`config.mk`:
```
export PLATFORM = sky130hd
export DESIGN_NAME = mdu_sched
export DESIGN_NICKNAME = d
export VERILOG_FILES = /design/src/rtl/mdu_sched_pkg.sv /design/src/rtl/mdu_sched_div_iter.sv /design/src/rtl/mdu_sched.sv
export SDC_FILE = /design/constraint.sdc
export NUM_CORES = 2
export LEC_CHECK = 0
export BUFFER_PORTS_ARGS = -buffer_cell sky130_fd_sc_hd__buf_2
export CORE_AREA = 5 5 377 287
export CTS_BUF_LIST = sky130_fd_sc_hd__clkbuf_4
export CTS_CLUSTER_DIAMETER = 80
export DETAILED_ROUTE_END_ITERATION = 8
export DIE_AREA = 0 0 382 292
export PLACE_DENSITY_LB_ADDON = 0.15
export SLEW_MARGIN = 20
export SYNTH_ARGS = -nofsm -noshare
export SYNTH_HDL_FRONTEND = slang
export SYNTH_SLANG_ARGS = --single-unit
```
`constraint.sdc`:
```
create_clock -name clk -period 16.35 [get_ports clk]
set_input_delay 2.4525 -clock clk [delete_from_list [all_inputs] [get_ports clk]]
set_output_delay 2.4525 -clock clk [all_outputs]
set_load 0.1 [all_outputs]
```
`src/rtl/mdu_sched_pkg.sv`:
```
// Shared definitions for the MDU scheduler: op and state encodings, latencies.
package mdu_sched_pkg;

  typedef enum logic [2:0] {
    OP_MULT  = 3'd0,
    OP_MULTU = 3'd1,
    OP_DIV   = 3'd2,
    OP_DIVU  = 3'd3,
    OP_MADD  = 3'd4,
    OP_MADDU = 3'd5,
    OP_MTHI  = 3'd6,
    OP_MTLO  = 3'd7
  } op_t;

  typedef enum logic [1:0] {
    S_IDLE = 2'd0,
    S_MUL  = 2'd1,
    S_DIV  = 2'd2
  } state_t;

  localparam int MUL_LAT   = 5;   // busy cycles for a multiply
  localparam int DIV_ITERS = 32;  // one restoring step per cycle
  localparam int MUL_CNT_W = 3;
  localparam int DIV_CNT_W = 5;

  function automatic logic is_mul_class(input op_t op);
    return (op == OP_MULT) || (op == OP_MULTU) || (op == OP_MADD) || (op == OP_MADDU);
  endfunction

  function automatic logic is_div_class(input op_t op);
    return (op == OP_DIV) || (op == OP_DIVU);
  endfunction

endpackage

```
`src/rtl/mdu_sched_div_iter.sv`:
```
// Unsigned 32-bit restoring divider, one quotient bit per cycle.
// quot_o/rem_o carry the result of the current step, so they hold the final
// answer in the cycle done_o is high and can be committed on that same edge.
module div_iter
  import mdu_sched_pkg::*;
(
  input  logic        clk,
  input  logic        reset,
  input  logic        start_i,
  input  logic        abort_i,
  input  logic [31:0] dividend_i,
  input  logic [31:0] divisor_i,
  output logic        done_o,
  output logic [31:0] quot_o,
  output logic [31:0] rem_o
);

  logic [31:0]          rem_q, quo_q, dvs_q;
  logic [DIV_CNT_W-1:0] cnt_q;
  logic                 run_q;

  logic [32:0] trial;
  logic [33:0] diff;
  logic        ge;
  logic [31:0] rem_nx, quo_nx;

  // One restoring step: shift in the next dividend bit, subtract if it fits.
  always_comb begin
    trial  = {rem_q, quo_q[31]};
    diff   = {1'b0, trial} - {2'b00, dvs_q};
    ge     = ~diff[33];
    rem_nx = ge ? diff[31:0] : trial[31:0];
    quo_nx = {quo_q[30:0], ge};
  end

  assign done_o = run_q && (cnt_q == DIV_CNT_W'(DIV_ITERS - 1));
  assign quot_o = quo_nx;
  assign rem_o  = rem_nx;

  // Iteration registers: load on start, step while running, drop on abort.
  always_ff @(posedge clk or negedge reset) begin
    if (!reset) begin
      rem_q <= '0;
      quo_q <= '0;
      dvs_q <= '0;
      cnt_q <= '0;
      run_q <= 1'b0;
    end else if (abort_i) begin
      run_q <= 1'b0;
      cnt_q <= '0;
    end else if (start_i) begin
      rem_q <= '0;
      quo_q <= dividend_i;
      dvs_q <= divisor_i;
      cnt_q <= '0;
      run_q <= 1'b1;
    end else if (run_q) begin
      rem_q <= rem_nx;
      quo_q <= quo_nx;
      cnt_q <= cnt_q + 1'b1;
      if (done_o) run_q <= 1'b0;
    end
  end

endmodule

```
`src/rtl/mdu_sched.sv`:
```
// MDU scheduler: accepts one E-stage mult/div/move op at a time, sequences it,
// handles signs and commits to HI/LO; raises stall_d to hold D-stage MDU users.
// Handshake: an op is taken when op_valid_e & ~busy & ~int_req on a rising
// edge; upstream keeps it presented while stall_d holds the pipeline.
module mdu_sched
  import mdu_sched_pkg::*;
(
  input  logic        clk,
  input  logic        reset,
  input  logic        op_valid_e,
  input  logic [2:0]  op_e,
  input  logic [31:0] rs_e,
  input  logic [31:0] rt_e,
  input  logic        int_req,
  input  logic        mdu_use_d,
  output logic        busy,
  output logic        stall_d,
  output logic [31:0] hi,
  output logic [31:0] lo,
  output state_t      dbg_state
);

  state_t               state_q, state_d;
  op_t                  op_q, op_d, op_in;
  logic [31:0]          rs_q, rs_d, rt_q, rt_d, hi_q, hi_d, lo_q, lo_d;
  logic [MUL_CNT_W-1:0] cnt_q, cnt_d;

  logic        accept, div_start, div_done, div_abort;
  logic [31:0] div_dvd, div_dvs, div_quot, div_rem, quot_fix, rem_fix;
  logic [63:0] mul_a, mul_b, prod, mul_res;

  assign op_in     = op_t'(op_e);
  assign busy      = (state_q != S_IDLE);
  assign accept    = op_valid_e & ~busy & ~int_req;
  assign stall_d   = mdu_use_d & (busy | (accept & (is_mul_class(op_in) | is_div_class(op_in))));
  assign div_start = accept & is_div_class(op_in);
  assign div_abort = int_req & (state_q == S_DIV);
  assign hi        = hi_q;
  assign lo        = lo_q;
  assign dbg_state = state_q;

  // Divider sees magnitudes; signed DIV takes absolute values at acceptance.
  always_comb begin
    div_dvd = ((op_in == OP_DIV) && rs_e[31]) ? (~rs_e + 32'd1) : rs_e;
    div_dvs = ((op_in == OP_DIV) && rt_e[31]) ? (~rt_e + 32'd1) : rt_e;
  end

  div_iter u_div (
    .clk        (clk),
    .reset      (reset),
    .start_i    (div_start),
    .abort_i    (div_abort),
    .dividend_i (div_dvd),
    .divisor_i  (div_dvs),
    .done_o     (div_done),
    .quot_o     (div_quot),
    .rem_o      (div_rem)
  );

  // Multiply on the latched operands; sign-extend for the signed variants.
  always_comb begin
    if ((op_q == OP_MULT) || (op_q == OP_MADD)) begin
      mul_a = {{32{rs_q[31]}}, rs_q};
      mul_b = {{32{rt_q[31]}}, rt_q};
    end else begin
      mul_a = {32'd0, rs_q};
      mul_b = {32'd0, rt_q};
    end
    prod    = mul_a * mul_b;
    mul_res = ((op_q == OP_MADD) || (op_q == OP_MADDU)) ? ({hi_q, lo_q} + prod) : prod;
  end

  // Restore signs: quotient by sign(rs)^sign(rt), remainder by sign(rs).
  always_comb begin
    quot_fix = ((op_q == OP_DIV) && (rs_q[31] ^ rt_q[31])) ? (~div_quot + 32'd1) : div_quot;
    rem_fix  = ((op_q == OP_DIV) && rs_q[31]) ? (~div_rem + 32'd1) : div_rem;
  end

  // Next-state logic: accept, count multiply latency, commit or abort.
  always_comb begin
    state_d = state_q;
    op_d    = op_q;
    rs_d    = rs_q;
    rt_d    = rt_q;
    cnt_d   = cnt_q;
    hi_d    = hi_q;
    lo_d    = lo_q;
    case (state_q)
      S_IDLE: begin
        if (accept) begin
          op_d  = op_in;
          rs_d  = rs_e;
          rt_d  = rt_e;
          cnt_d = '0;
          if (is_mul_class(op_in))      state_d = S_MUL;
          else if (is_div_class(op_in)) state_d = S_DIV;
          else if (op_in == OP_MTHI)    hi_d = rs_e;
          else                          lo_d = rs_e;
        end
      end
      S_MUL: begin
        if (int_req) begin
          state_d = S_IDLE;
        end else if (cnt_q == MUL_CNT_W'(MUL_LAT - 1)) begin
          state_d = S_IDLE;
          hi_d    = mul_res[63:32];
          lo_d    = mul_res[31:0];
        end else begin
          cnt_d = cnt_q + 1'b1;
        end
      end
      S_DIV: begin
        if (int_req) begin
          state_d = S_IDLE;
        end else if (div_done) begin
          state_d = S_IDLE;
          if (rt_q == 32'd0) begin
            lo_d = 32'hFFFF_FFFF;
            hi_d = rs_q;
          end else begin
            lo_d = quot_fix;
            hi_d = rem_fix;
          end
        end
      end
      default: state_d = S_IDLE;
    endcase
  end

  // State, latched operands and architectural HI/LO.
  always_ff @(posedge clk or negedge reset) begin
    if (!reset) begin
      state_q <= S_IDLE;
      op_q    <= OP_MULT;
      rs_q    <= '0;
      rt_q    <= '0;
      cnt_q   <= '0;
      hi_q    <= '0;
      lo_q    <= '0;
    end else begin
      state_q <= state_d;
      op_q    <= op_d;
      rs_q    <= rs_d;
      rt_q    <= rt_d;
      cnt_q   <= cnt_d;
      hi_q    <= hi_d;
      lo_q    <= lo_d;
    end
  end

endmodule

```
==> impl_metrics.csv <==
group,metric,value,unit
run_status,outcome,"complete, no violations",
place,gp_congestion,1.06,
sta,max_freq,0.0750,GHz
min_path,whs_path_depth,2,
run,cap_violations,0,
final_layout,layout_commonest_cell,"inv_1",
synth,ys_top_cells_by_area,"fa_1, inv_1, dfrtp_1",
cts,tritoncts,"built",
synth,synth-seq-area-share,8.89,%
min_path,holdCritPathClass,"register to register",
cts,cts_num_sinks,238,
place,hpwlAfterDp,192,mm
critical_path,cp_common_cell,"fa_1",
global_route,grt_max_degree,118,
critical_path,cp.arrival,14.09,ns
cts,htree_num_levels,3,
synth,netlist_instances,7529,
critical_path,path_max_fanout,22,
floorplan,die_w,382,um
global_route,first_global_vias,56724,
floorplan,start_util,64.3,%
final_layout,layout-drive-gt1-share,6.47,%
final_layout,ff_latch_area,5960,um^2
sta,finalCritPeriodShare,81.6,%
global_route,grt_util_met3,22.1,%
synth,synthFlopType,"dfrtp_1",
global_route,track_usage,43.7,%
final_layout,multi_input_area,53400,um^2
synth,syn-num-nets,9439,
cts,cts-root-buf,"clkbuf_4",
final_layout,nFillCells,8740,
sta,setup_viol,0,
sta,layout_min_cycle_time,13.34,ns
sta,rsz0062_at_grt,"no",
detailed_routing,antenna_left,0,
critical_path,reg2reg_setup_slack,3.01,ns
detailed_routing,first_pass_iters,8,
min_path,hold_start,"u_div.dvs_q[15]",
synth,async_reset_ff_share,100,%
critical_path,cp-startpoint,"op_q[1]",
cts,cts_setup_buffers,0,
floorplan,die_area,112000,um^2
critical_path,start_kind,"register",
synth,synth_seq_cells,238,
detailed_routing,vias,54782,
synth,synth_edf_count,0,
critical_path,worstSetupEndpointType,"register",
cts,clock_latency,0.88,ns
critical_path,reg2regPathDepth,41,
detailed_routing,wl,239,mm
sta,maxSlewHeadroom,19.8,%
floorplan,pin_count,140,
critical_path,crit_required,17.10,ns
cts,numCtsBuffers,74,
floorplan,core,104000,um^2
detailed_routing,via_per_inst,6.17,
sta,tightest_slew,1.19,ns
critical_path,path_buf_inv,7,
critical_path,critPathKind,"register to register",
detailed_routing,drc,0,
critical_path,reg2reg_from,"op_q[1]",
cts,clk_pin_slew,0.07,ns
synth,yosysTopAreaCell,"fa_1",
final_layout,fin_nets,9363,
sta,tns,0,ns
min_path,hold_path_end,"u_div.dvs_q[15]",
detailed_routing,wire_per_inst,26.9,um
synth,synth_top_area_share,42.6,%
floorplan,row_count,103,
cts,cts_resized,0,
global_route,antenna_found_initial,18,
global_route,grt.overflow.total,0,
cts,clockBufferDepth,3,
synth,ys_types,95,
global_route,grt_pass1_wl,363,mm
critical_path,slowest_stage,"a311oi_1",
detailed_routing,drt_iter0_markers,6489,
final_layout,area_delta_synth_final,3.96,%
global_route,groute.layer.met1.usage,62.8,%
synth,syn_avg_cell_area,8.90,um^2
critical_path,cpPeakStageDelay,0.79,ns
synth,ys_warn_count,0,
global_route,grtUsageMet2,57.1,%
cts,holdBufCountCts,0,
final_layout,final_cell_mix,"inv_1, fa_1, nand2_1",
synth,synth_area,67000,um^2
critical_path,critPathTopFamily,"adder cells",
global_route,grt.busiest_layer,"met1",
sta,hold_violations,0,
floorplan,die_h,292,um
place,io_buffers,139,
critical_path,r2r-end,"hi[28]",
sta,slew_violations,0,
sta,fin_skew,0.146,ns
==> worst reg2reg max path, delay by kind of cell, from the launching register on <==
family / cells / cell delay [ns]
adder cells (fa/ha/maj): 12 / 5.69
AND/OR/NAND/NOR: 9 / 1.96
XOR/XNOR: 1 / 0.22
buffers and inverters: 7 / 1.01
multiplexers: 1 / 0.23
AO/OA/AOI/OAI: 11 / 3.75
flip-flops: 1 / 0.45
==> worst max-delay path by stage <==
stage	cells after the start	end	slack [ns]
5_1_grt	42	hi[26]	2.50
3_3_place_gp	42	hi[26]	3.25
6_report	41	hi[28]	3.01
4_1_cts	42	hi[26]	3.28
2_1_floorplan	41	hi[26]	5.54
3_5_place_dp	41	hi[28]	3.29
==> layout make-up <==
type | instances | share of cell area, %
flip-flops and latches | 238 | 8.56
inverters | 1641 | 8.84
repair buffers | 244 | 2.14
well taps | 1365 | 2.45
multi-input cells | 5254 | 76.7
diodes | 11 | 0.0395
clock inverters | 29 | 0.217
clock buffers | 95 | 1.02
==> sequential cells by signal, indices dropped and copies added (netlist names) <==
register     cells
rs_q            32
rt_q            32
op_q             3
cnt_q            3
u_div.run_q      1
hi              32
lo              32
u_div.dvs_q     32
u_div.cnt_q      5
dbg_state        2
u_div.rem_q     32
u_div.quo_q     32
==> cells by family (layout without fill, tap and decap cells) <==
logic type	count (synthesis)	in the layout	synth area share, %
mux	89	89	1.45
xor+xnor	300	300	3.92
buf+inv	2037	2009	11.5
flops	238	238	8.89
fa+ha+maj	1840	1840	50.3
other cells	0	11	0
simple gates	1972	1972	13.8
compound gates	1053	1053	10.2
==> metrics by stage <==
stage	utilization, %	hold slack [ns]	std cells	instance area, um^2	setup slack, ns
floorplan	-	0.450	7529	67000	5.54
global placement	66.0	0.464	8741	68700	3.25
detailed placement	66.0	0.475	8742	68700	3.29
CTS	66.8	0.491	8866	69600	3.28
global route	66.9	0.509	8872	69600	2.50
finish	66.9	0.484	8877	69600	3.01
==> cell usage after synthesis (all sizes together), types with 28 or more instances <==
master / number
a211oi: 32
a21o: 93
a21oi: 269
a221oi: 55
a31oi: 38
and2: 402
and3: 41
buf: 28
clkbuf: 368
dfrtp: 238
fa: 1424
ha: 414
inv: 1641
mux2: 64
nand2: 1002
nand2b: 33
nand3: 40
nor2: 246
nor2b: 28
nor3: 44
o21ai: 301
o31ai: 35
xnor2: 186
xor2: 114
==> routing by layer <==
layer	wire length, um	share of wire (%)
met1	96700	41
met3	41700	17
met4	9990	4.2
met2	90200	38
met5	115	0.048
Power is not shown: default switching activity piles up to over one toggle a cycle in this logic, so the estimate is an artifact.
